**config.mk**
```make
export PLATFORM = sky130hd
export DESIGN_NAME = apb_pwm_multi_flat
export DESIGN_NICKNAME = d
export VERILOG_FILES = /design/src/rtl/apb_pwm_multi_if.sv /design/src/rtl/apb_pwm_multi.sv /design/src/flat_wrapper.sv
export SDC_FILE = /design/constraint.sdc
export NUM_CORES = 1
export LEC_CHECK = 0
export CAP_MARGIN = 20
export CELL_PAD_IN_SITES_DETAIL_PLACEMENT = 1
export CELL_PAD_IN_SITES_GLOBAL_PLACEMENT = 2
export CORE_MARGIN = 4
export CORE_UTILIZATION = 35
export DETAILED_ROUTE_END_ITERATION = 8
export PLACE_DENSITY_LB_ADDON = 0.1
export REMOVE_ABC_BUFFERS = 1
export SLEW_MARGIN = 20
export SYNTH_ARGS = -nofsm -noshare
export SYNTH_HDL_FRONTEND = slang
export SYNTH_SLANG_ARGS = --single-unit
```
**constraint.sdc**
```tcl
create_clock -name PCLK -period 11 [get_ports PCLK]
set_input_delay 2.75 -clock PCLK [delete_from_list [all_inputs] [get_ports PCLK]]
set_output_delay 2.75 -clock PCLK [all_outputs]
set_load 0.005 [all_outputs]
```
**src/rtl/apb_pwm_multi_if.sv**
```systemverilog
// APB3 slave-side bus bundle for apb_pwm_multi.
// Carries the select/enable/write controls, address, write and read data,
// and the ready/error responses.
interface apb_pwm_multi_if;
  logic        PSEL;
  logic        PENABLE;
  logic        PWRITE;
  logic [7:0]  PADDR;
  logic [31:0] PWDATA;
  logic [31:0] PRDATA;
  logic        PREADY;
  logic        PSLVERR;

  modport master (
    output PSEL, PENABLE, PWRITE, PADDR, PWDATA,
    input  PRDATA, PREADY, PSLVERR
  );

  modport slave (
    input  PSEL, PENABLE, PWRITE, PADDR, PWDATA,
    output PRDATA, PREADY, PSLVERR
  );
endinterface

```
**src/rtl/apb_pwm_multi.sv**
```systemverilog
// apb_pwm_multi: APB3 slave with NCH PWM channels that share one period
// counter, plus an H-bridge gate driver with dead-time insertion.
// PERIOD/DUTY writes land in shadow registers and reach the counter logic
// only at a wrap (or continuously while disabled), so outputs never glitch.
// Optional feature: define PWM_CENTER_ALIGN_EN to enable CTRL.CENTER
// (up/down counting). Without it CTRL[2] is not stored and reads 0.
module apb_pwm_multi #(
  parameter int NCH            = 2,
  parameter int CNT_W          = 16,
  parameter int DEFAULT_PERIOD = 40000,
  parameter int DEFAULT_DUTY   = 20000,
  parameter int DT_W           = 8
) (
  input  logic                PCLK,
  input  logic                PRESET,
  apb_pwm_multi_if.slave      apb,
  output logic                FABINT,
  output logic [NCH-1:0]      PWM,
  output logic [3:0]          H_IN
);

  typedef enum logic {ST_IDLE, ST_DEAD} hb_state_e;

  localparam logic [CNT_W-1:0] DEF_P  = CNT_W'(DEFAULT_PERIOD);
  localparam logic [CNT_W-1:0] DEF_D  = CNT_W'(DEFAULT_DUTY);
  localparam logic [CNT_W-1:0] ONE    = CNT_W'(1);
  localparam logic [DT_W-1:0]  DT_ONE = DT_W'(1);

  logic                en_q, en_d, irq_en_q, irq_en_d, wrap_q, wrap_d;
  logic [CNT_W-1:0]    period_sh_q, period_sh_d, period_act_q, period_act_d;
  logic [CNT_W-1:0]    cnt_q, cnt_d;
  logic [CNT_W-1:0]    duty_sh_q [NCH];
  logic [CNT_W-1:0]    duty_sh_d [NCH];
  logic [CNT_W-1:0]    duty_act_q [NCH];
  logic [CNT_W-1:0]    duty_act_d [NCH];
  logic [DT_W-1:0]     deadtime_q, deadtime_d, dt_q, dt_d, dt_load;
  logic [NCH-1:0]      pwm_q, pwm_d;
  hb_state_e           state_q, state_d;
  logic [3:0]          h_act_q, h_act_d, h_tgt_q, h_tgt_d, h_in_q, h_in_d;
`ifdef PWM_CENTER_ALIGN_EN
  logic                center_q, center_d, center_act_q, center_act_d, down_q, down_d;
`endif

  logic        acc, wr_en, duty_hit, mapped, hb_illegal, hb_wr, wrap_now, load;
  logic [5:0]  word, duty_idx;
  logic [31:0] rdata;
  logic        unused_bits;

  assign word        = apb.PADDR[7:2];
  assign acc         = apb.PSEL & apb.PENABLE;
  assign wr_en       = acc & apb.PWRITE;
  assign duty_hit    = (word >= 6'd8) && (word < 6'(8 + NCH));
  assign duty_idx    = word - 6'd8;
  assign mapped      = (word <= 6'd4) || duty_hit;
  assign hb_illegal  = (apb.PWDATA[1] & apb.PWDATA[0]) | (apb.PWDATA[3] & apb.PWDATA[2]);
  assign hb_wr       = wr_en && (word == 6'd4) && !hb_illegal;
  assign apb.PSLVERR = acc & (!mapped | (apb.PWRITE & (word == 6'd4) & hb_illegal));
  assign apb.PREADY  = 1'b1;
  assign apb.PRDATA  = rdata;
  assign unused_bits = ^{apb.PADDR[1:0], apb.PWDATA};

  assign FABINT = irq_en_q & wrap_q;
  assign PWM    = pwm_q;
  assign H_IN   = h_in_q;

  // Read mux: shadow values for PERIOD/DUTY, zero for unmapped words
  always_comb begin
    rdata = '0;
    if (apb.PSEL && !apb.PWRITE) begin
      case (word)
        6'd0: begin
          rdata[1:0] = {irq_en_q, en_q};
`ifdef PWM_CENTER_ALIGN_EN
          rdata[2] = center_q;
`endif
        end
        6'd1: rdata[CNT_W-1:0] = period_sh_q;
        6'd2: rdata[DT_W-1:0]  = deadtime_q;
        6'd3: rdata[0]         = wrap_q;
        6'd4: rdata[3:0]       = h_tgt_q;
        default: begin
          for (int i = 0; i < NCH; i++)
            if (duty_hit && duty_idx == 6'(i)) rdata[CNT_W-1:0] = duty_sh_q[i];
        end
      endcase
    end
  end

  // Register writes, shadow transfer, shared counter, PWM compare, wrap status
  always_comb begin
    en_d         = en_q;
    irq_en_d     = irq_en_q;
    period_sh_d  = period_sh_q;
    period_act_d = period_act_q;
    deadtime_d   = deadtime_q;
    duty_sh_d    = duty_sh_q;
    duty_act_d   = duty_act_q;
    cnt_d        = cnt_q;
`ifdef PWM_CENTER_ALIGN_EN
    center_d     = center_q;
    center_act_d = center_act_q;
    down_d       = down_q;
    wrap_now = en_q && (period_act_q != '0) &&
               (center_act_q ? (down_q && cnt_q == '0) : (cnt_q == period_act_q - ONE));
`else
    wrap_now = en_q && (period_act_q != '0) && (cnt_q == period_act_q - ONE);
`endif
    load = wrap_now || !en_q;

    for (int i = 0; i < NCH; i++)
      pwm_d[i] = en_q && (period_act_q != '0) && (cnt_q < duty_act_q[i]);

`ifdef PWM_CENTER_ALIGN_EN
    if (!en_q || period_act_q == '0) begin
      cnt_d  = '0;
      down_d = 1'b0;
    end else if (wrap_now) begin
      // A new center-aligned period starts rising from 1 so that 0 is seen once per period
      cnt_d  = (center_q && period_sh_q != '0) ? ONE : '0;
      down_d = 1'b0;
    end else if (center_act_q) begin
      if (down_q) begin
        cnt_d = cnt_q - ONE;
      end else if (cnt_q >= period_act_q) begin
        cnt_d  = cnt_q - ONE;
        down_d = 1'b1;
      end else begin
        cnt_d = cnt_q + ONE;
      end
    end else begin
      cnt_d = cnt_q + ONE;
    end
    if (load) center_act_d = center_q;
`else
    if (!en_q || period_act_q == '0) cnt_d = '0;
    else if (wrap_now)               cnt_d = '0;
    else                             cnt_d = cnt_q + ONE;
`endif

    if (load) begin
      period_act_d = period_sh_q;
      duty_act_d   = duty_sh_q;
    end

    // A wrap in the same cycle as a clear keeps the flag set
    wrap_d = wrap_now || (wrap_q && !(wr_en && word == 6'd3 && apb.PWDATA[0]));

    if (wr_en) begin
      case (word)
        6'd0: begin
          en_d     = apb.PWDATA[0];
          irq_en_d = apb.PWDATA[1];
`ifdef PWM_CENTER_ALIGN_EN
          center_d = apb.PWDATA[2];
`endif
        end
        6'd1: period_sh_d = apb.PWDATA[CNT_W-1:0];
        6'd2: deadtime_d  = apb.PWDATA[DT_W-1:0];
        default: begin
          for (int i = 0; i < NCH; i++)
            if (duty_hit && duty_idx == 6'(i)) duty_sh_d[i] = apb.PWDATA[CNT_W-1:0];
        end
      endcase
    end
  end

  // H-bridge next state: any new target passes through an all-off dead window
  always_comb begin
    state_d = state_q;
    dt_d    = dt_q;
    h_act_d = h_act_q;
    h_tgt_d = h_tgt_q;
    dt_load = (deadtime_q == '0) ? DT_ONE : deadtime_q;
    case (state_q)
      ST_IDLE: begin
        if (hb_wr && apb.PWDATA[3:0] != h_act_q) begin
          h_tgt_d = apb.PWDATA[3:0];
          dt_d    = dt_load;
          state_d = ST_DEAD;
        end
      end
      ST_DEAD: begin
        if (hb_wr) begin
          h_tgt_d = apb.PWDATA[3:0];
          dt_d    = dt_load;
        end else if (dt_q == DT_ONE) begin
          h_act_d = h_tgt_q;
          state_d = ST_IDLE;
        end else begin
          dt_d = dt_q - DT_ONE;
        end
      end
      default: state_d = ST_IDLE;
    endcase
    h_in_d = (state_d == ST_IDLE) ? h_act_d : 4'b0000;
  end

  // Register file, counter and PWM outputs
  always_ff @(posedge PCLK or posedge PRESET) begin
    if (PRESET) begin
      en_q         <= 1'b0;
      irq_en_q     <= 1'b0;
      period_sh_q  <= DEF_P;
      period_act_q <= DEF_P;
      deadtime_q   <= '0;
      wrap_q       <= 1'b0;
      cnt_q        <= '0;
      pwm_q        <= '0;
      for (int i = 0; i < NCH; i++) begin
        duty_sh_q[i]  <= DEF_D;
        duty_act_q[i] <= DEF_D;
      end
`ifdef PWM_CENTER_ALIGN_EN
      center_q     <= 1'b0;
      center_act_q <= 1'b0;
      down_q       <= 1'b0;
`endif
    end else begin
      en_q         <= en_d;
      irq_en_q     <= irq_en_d;
      period_sh_q  <= period_sh_d;
      period_act_q <= period_act_d;
      deadtime_q   <= deadtime_d;
      wrap_q       <= wrap_d;
      cnt_q        <= cnt_d;
      pwm_q        <= pwm_d;
      duty_sh_q    <= duty_sh_d;
      duty_act_q   <= duty_act_d;
`ifdef PWM_CENTER_ALIGN_EN
      center_q     <= center_d;
      center_act_q <= center_act_d;
      down_q       <= down_d;
`endif
    end
  end

  // H-bridge state register and registered gate outputs
  always_ff @(posedge PCLK or posedge PRESET) begin
    if (PRESET) begin
      state_q <= ST_IDLE;
      dt_q    <= '0;
      h_act_q <= 4'b0000;
      h_tgt_q <= 4'b0000;
      h_in_q  <= 4'b0000;
    end else begin
      state_q <= state_d;
      dt_q    <= dt_d;
      h_act_q <= h_act_d;
      h_tgt_q <= h_tgt_d;
      h_in_q  <= h_in_d;
    end
  end

endmodule

```
**src/flat_wrapper.sv**
```systemverilog
// flat-port wrapper written by rule: the top's interface ports become plain ports
module apb_pwm_multi_flat 
#(
  parameter int NCH            = 2,
  parameter int CNT_W          = 16,
  parameter int DEFAULT_PERIOD = 40000,
  parameter int DEFAULT_DUTY   = 20000,
  parameter int DT_W           = 8
)
  (PCLK, PRESET, FABINT, PWM, H_IN, apb_PSEL, apb_PENABLE, apb_PWRITE, apb_PADDR, apb_PWDATA, apb_PRDATA, apb_PREADY, apb_PSLVERR);
  apb_pwm_multi_if apb_i ();
  input  logic PCLK;
  input  logic PRESET;
  output logic FABINT;
  output logic [NCH-1:0] PWM;
  output logic [3:0] H_IN;
  input wire logic [$bits(apb_i.PSEL)-1:0] apb_PSEL;
  input wire logic [$bits(apb_i.PENABLE)-1:0] apb_PENABLE;
  input wire logic [$bits(apb_i.PWRITE)-1:0] apb_PWRITE;
  input wire logic [$bits(apb_i.PADDR)-1:0] apb_PADDR;
  input wire logic [$bits(apb_i.PWDATA)-1:0] apb_PWDATA;
  output wire logic [$bits(apb_i.PRDATA)-1:0] apb_PRDATA;
  output wire logic [$bits(apb_i.PREADY)-1:0] apb_PREADY;
  output wire logic [$bits(apb_i.PSLVERR)-1:0] apb_PSLVERR;
  assign apb_i.PSEL = apb_PSEL;
  assign apb_i.PENABLE = apb_PENABLE;
  assign apb_i.PWRITE = apb_PWRITE;
  assign apb_i.PADDR = apb_PADDR;
  assign apb_i.PWDATA = apb_PWDATA;
  assign apb_PRDATA = apb_i.PRDATA;
  assign apb_PREADY = apb_i.PREADY;
  assign apb_PSLVERR = apb_i.PSLVERR;
  apb_pwm_multi #(.NCH(NCH), .CNT_W(CNT_W), .DEFAULT_PERIOD(DEFAULT_PERIOD), .DEFAULT_DUTY(DEFAULT_DUTY), .DT_W(DT_W)) u_core (.PCLK(PCLK), .PRESET(PRESET), .apb(apb_i), .FABINT(FABINT), .PWM(PWM), .H_IN(H_IN));
endmodule
```
==> metrics, run 1 <==
outcome finished, final reports clean; top-area cell type share of the netlist area ~36%; slew margin rel. 39.4%; setup violators final 0; Storage cell area between 0.003 and 0.004 mm^2; clk_skew between 10 and 15 ps; TritonCTS Buffers 17; DRT iter0 DRCs between 300 and 400; # fillers 2,449; Die Width 159 um; Post-CTS Hold Fix Bufs 0; footprint of the multi-input gates 0.00396 mm^2; CP Class input pin to output pin; Worst Hold Class flop to flop; GR Overflow Total 0; CP Capture Type output pin; die height around 160 um; Post CTS Setup Buffer Count 0; nets@finish 826; Syn Std Cell Area between 0.007 and 0.008 mm^2; maximum root-to-sink buffer count 2; Layout Cell Area excl Fill ~0.0093 mm^2; Max VDD drop approximately 0.00011 V; Core Footprint 0.0226 mm^2; vias in the first global route around 5,900; filler-free cell count of the finished design around 1,000; DRT Pass-1 Iters 8; clk sinks ~150; WL/cell approximately 20 um; post-synthesis cell type with the largest combined area dfrtp_1; I/O pin cnt 86; Unique masters post-synth 66; P per Cell Area roughly 140 mW/mm^2; dpl cells 1,011; ANT cells 0; Required @ worst endpoint between 8000 and 9000 ps; vias per inst about 5.3; commonest non-fill, non-tap cells in the layout dfrtp_1 (116), mux2_2 (91), clkdlybuf4s50_1 (50); die area around 0.025 mm^2; Pleak ~0.0041 uW; RSZ-0062 raised after global routing false; Resized cells post-CTS 0; DRC errors left 0; crit-path max FO 12; final hold violations 0; clock-pin slew on the worst setup and hold paths roughly 60 ps; Max Slew Vio Count 0; DRT antenna net count 0; total number of vias ~5,600; Mapped Cells just under 700; slew at the pin closest to its max-slew limit about 910 ps; final core utilization between 40 and 50%; total track usage between 10% and 20%; Synth Area per Inst about 12 um^2; share of post-route cells with drive strength above 1 roughly a quarter; Std-Cell Rows between 50 and 60; PortBufs 50; Routed WL 21.1 mm; commonest non-fill, non-tap cell in the layout dfrtp_1; placed inst area 0.00874 mm^2; Clock Latency Late Sink about 420 ps; sequential-to-total area share from yosys stat 46.2%; Post-synth EDFFs 0; GP Congestion a little under 0.8; CTS tree done; Synth-to-Final Area Change 16.6%; number of H-tree levels 4; Worst setup SP type input pin; DPL Wire Length approximately 15 mm; Clk Tree Root Cell clkbuf_16; Initial Util 35.4%; first-pass GRT wire length ~34 mm; max cap viols 0; period utilization roughly 75%; CP arrival about 5500 ps; largest net degree at the start of global routing 81; Area contributors post-synth dfrtp_1 (36%), mux2_2 (13%), dfstp_2 (9.9%); Final min period 8230 ps; Post-Route Setup TNS 0 ps; initial antenna violation count 1; Max Clock Freq 0.122 GHz; Ys Warns 0; Synth async-reset ratio 100%; main flop type after synthesis dfrtp_1; Seq cells post-synth around 150
## registers in the layout, summed over array words and instances (netlist names), 2 cells and up
name and count:
u_core.duty_sh_q 32, u_core.dt_q 8, u_core.period_act_q 16, u_core.cnt_q 16
u_core.period_sh_q 16, u_core.h_act_q 4, u_core.duty_act_q 32, u_core.deadtime_q 8
u_core.h_tgt_q 4, u_core.H_IN 4, u_core.PWM 2
## per-layer routing
layer  part of all wire [%]  vias to the layer above  GRT usage [%]
li1                       -                     2584              -
met1                     51                     2865           25.5
met2                     44                      111           25.7
met3                    3.5                        9           2.41
met4                   0.72                        0           4.26
met5                      0                        -              0
## cells in the mapped netlist (7+ instances only)
| library cell | n |
|---|---|
| a21o_1 | 14 |
| a21oi_1 | 22 |
| a222oi_1 | 13 |
| and2_1 | 7 |
| buf_4 | 18 |
| clkbuf_1 | 14 |
| dfrtp_1 | 116 |
| dfstp_2 | 30 |
| ha_1 | 36 |
| inv_1 | 43 |
| mux2_2 | 91 |
| mux2_4 | 20 |
| nand2_1 | 20 |
| nand2b_1 | 8 |
| nand3_1 | 13 |
| nand4_1 | 10 |
| nor2_1 | 41 |
| nor3_1 | 32 |
| nor4_1 | 7 |
| o21ai_0 | 15 |
| xnor2_1 | 21 |
| xor2_1 | 17 |
## worst max-delay path, stage by stage
cell	delay, ps
clkdlybuf4s50_1	690
or4b_1	660
or2_2	350
nand2_1	140
a221oi_1	90
nor4_1	230
clkdlybuf4s50_1	570
## stage by stage
step                      hold WS [ps]  setup WS, ps  total power, uW
after detailed placement           498          2820              737
after floorplan                    479          3800              681
after CTS                          512          2800             1310
final                              510          2770             1290
after global routing               526          2540             1350
after global placement             499          2790              731
## where the power goes
part,leakage (uW),internal [uW],switching (uW)
logic,0.00190,62.0,85.0
registers,0.00192,558,20.4
clock network,0.000281,333,233
## path summary, 6_finish.rpt
kind                                             start                      to  slack, ps  cells after the start
worst max register to register  u_core.period_act_q[0]    u_core.duty_act_q[3]       7740                      9
worst max-delay path                      apb_PADDR[3]           apb_PRDATA[3]       2770                      7
min in group asynchronous                       PRESET   u_core.period_sh_q[9]       2790                      2
worst min-delay path             u_core.duty_act_q[12]   u_core.duty_act_q[12]        510                      1
worst min register to register   u_core.duty_act_q[12]   u_core.duty_act_q[12]        510                      1
max in group asynchronous                       PRESET  u_core.period_act_q[7]       7040                      3
## area by class of cell
class | count | area share [%]
inverter | 43 | 1.79
clock buffer | 22 | 5.10
tap | 285 | 3.83
multi-input combinational | 478 | 42.5
sequential | 146 | 39.6
clock inverter | 10 | 1.03
timing repair buffer | 59 | 6.14
## kinds of logic (layout without fill, tap and decap cells)
group	Yosys count	count (layout)	share of synthesized area [%]
compound gates	99	99	9.34
xor+xnor	38	38	4.16
fa+ha+maj	36	36	5.63
buf+inv	86	134	5.35
flops	146	146	46.2
mux	118	118	17.7
other cells	2	17	0.0939
simple gates	170	170	11.6
(Power assumes the default switching activity.)
==> run 2, diff against run 1 <==
- clock period: 11 -> 6.7 ns (I/O delays scaled with it)
==> metrics, run 2 (synthesis results as in run 1) <==
outcome finished, final reports clean; CP arrival 4350 ps (-1130 ps); slew at the pin closest to its max-slew limit 938 ps (+31.3 ps); hold-critical path depth 1 (unchanged); crit-path max FO 11 (-1); DRT iter0 DRCs 327 (+6.5%); Max Clock Freq 0.166 GHz; Routed WL 21.3 mm (+1.2%); Die Width 159 um (unchanged); DRT antenna net count 0 (unchanged); setup ws final 677 ps (-2100 ps); slew margin rel. 37.3% (-2.1 points); Core Footprint 0.0226 mm^2 (unchanged); Initial Util 35.4% (unchanged); Required @ worst endpoint 5030 ps (-3220 ps); clk_skew 8.28 ps (-4.40 ps); Resized cells post-CTS 0 (unchanged); dpl cells 1,016 (+0.49%); Net Sw Frac 26.0% (-0.24 points); ANT cells 0 (unchanged); sw power 557 uW (+64%); share of post-route cells with drive strength above 1 26.6% (+0.71 points); Synth-to-Final Area Change 17.6%; placed inst area 0.00878 mm^2 (+0.43%); Pleak 0.00414 uW (+1.0%); Gate power share 11.4% (about the same); Place WS 728 ps (-2090 ps); internal cell power 1590 uW (+67%); total track usage 17.6% (+0.62 points); max cap viols 0 (unchanged); Std-Cell Rows 55 (unchanged); R2R depth 10 (+1); Post CTS Setup Buffer Count 0 (unchanged); Regs by FF count u_core.duty_act_q (32), u_core.duty_sh_q (32); clk sinks 146 (unchanged); Setup crit start apb_PADDR[7]; reg2reg start u_core.period_act_q[0]; Layout Cell Area excl Fill 0.00940 mm^2 (+0.86%); die area 0.0253 mm^2 (unchanged); number of H-tree levels 4 (unchanged); CP Capture Type output pin; GR Overflow Total 0 (unchanged); PortBufs 50 (unchanged); worst reg-to-reg setup slack 3140 ps (-4600 ps); global-route layer with the greatest usage met2; filler-free cell count of the finished design 1,049 (+0.58%); CTS tree done; vias per inst 5.29 (-0.93%); Worst Hold Class flop to flop; RSZ-0062 raised after global routing false; DRC errors left 0 (unchanged); P per Cell Area 228 mW/mm^2 (+65%); Max Slew Vio Count 0 (unchanged); grt met3 use 2.74% (+0.34 points); DPL Wire Length 16.0 mm (+3.3%); WL/cell 20.3 um (+0.61%); Reg2Reg Capture Point u_core.duty_act_q[12]; Clock Latency Late Sink 420 ps (about the same); met1 GRT Util 25.9% (+0.36 points); maximum root-to-sink buffer count 2 (unchanged); setup violators final 0 (unchanged); Max VDD drop 0.000187 V (+73%); TritonCTS Buffers 17 (unchanged); clock-pin slew on the worst setup and hold paths 60 ps (about the same); final hold violations 0 (unchanged); die height 159 um (unchanged); worst-case hold path end point u_core.duty_act_q[12]; first-pass GRT wire length 35.5 mm (+3.8%); initial antenna violation count 0 (-1); Hold Crit Start u_core.duty_act_q[12]; commonest non-fill, non-tap cell in the layout dfrtp_1; met2 Usage GRT 27.0% (+1.3 points); clock share of power 44.2% (+0.4 points); Worst setup SP type input pin; total number of vias 5,549 (-0.36%); commonest non-fill, non-tap cells in the layout dfrtp_1 (116), mux2_2 (91), clkdlybuf4s50_1 (50); Post-Route Setup TNS 0 ps (unchanged); I/O pin cnt 86 (unchanged); period utilization about nine tenths; DRT Pass-1 Iters 7 (-1); Clk Tree Root Cell clkbuf_16; sequential share of power 44.3% (-0.5 points); GP Congestion 0.820 (+3.9%); largest net degree at the start of global routing 96 (+19%); vias in the first global route 6,160 (+3.6%); Final min period around 6000 ps; Post-CTS Hold Fix Bufs 0 (unchanged); nets@finish 832 (+0.73%); CP Class input pin to output pin
-- run 2: how the worst max path moves through the flow --
stage,cells past startpoint,endpoint,slack (ps)
finish,9,apb_PRDATA[3],680
global route,9,apb_PRDATA[3],390
CTS,9,apb_PRDATA[3],680
detailed placement,9,apb_PRDATA[3],730
global placement,9,apb_PRDATA[3],730
floorplan,1,u_core.H_IN[0],1150
-- run 2: cell type report --
cell class,count,area [um^2]
clock buffer,22,497
clock inverter,10,93.8
fill,2431,13200
inverter,43,166
multi-input combinational,478,3960
sequential,146,3690
tap,285,357
timing repair buffer,65,633
-- run 2: power by group through the flow --
| stage | Sequential, uW | Combinational, uW | Clock (uW) |
|---|---|---|---|
| floorplan | 951 | 166 | 0 |
| global placement | 964 | 237 | 0 |
| detailed placement | 966 | 246 | 0 |
| CTS | 950 | 248 | 979 |
| global route | 955 | 276 | 1020 |
| finish | 951 | 245 | 948 |
-- run 2: through the flow --
stage / hold WS, ps / total power (uW) / utilization (%)
6_report: 509 / 2140 / 41.6
5_1_grt: 524 / 2250 / 41.6
4_1_cts: 514 / 2180 / 41.5
3_5_place_dp: 498 / 1210 / 38.9
3_3_place_gp: 499 / 1200 / 38.9
2_1_floorplan: 479 / 1120 / -
-- run 2: layer usage --
layer	share of wire (%)	up-vias
met2	45	84
li1	-	2606
met3	3.1	17
met4	1.2	0
met5	0	-
met1	50	2842
-- run 2: worst max-delay path, cell delays in order --
cell	delay (ps)
clkdlybuf4s50_1	450
or3_1	400
nor3_1	220
nand3_1	240
nor2_1	210
buf_4	240
a221oi_1	120
nor4_1	220
clkdlybuf4s50_1	570
==> run 3, diff against run 2 <==
- GPL_ROUTABILITY_DRIVEN: unset -> 0
==> results of run 3 <==
The final DEF is identical to that of run 2; final timing and power are the same.
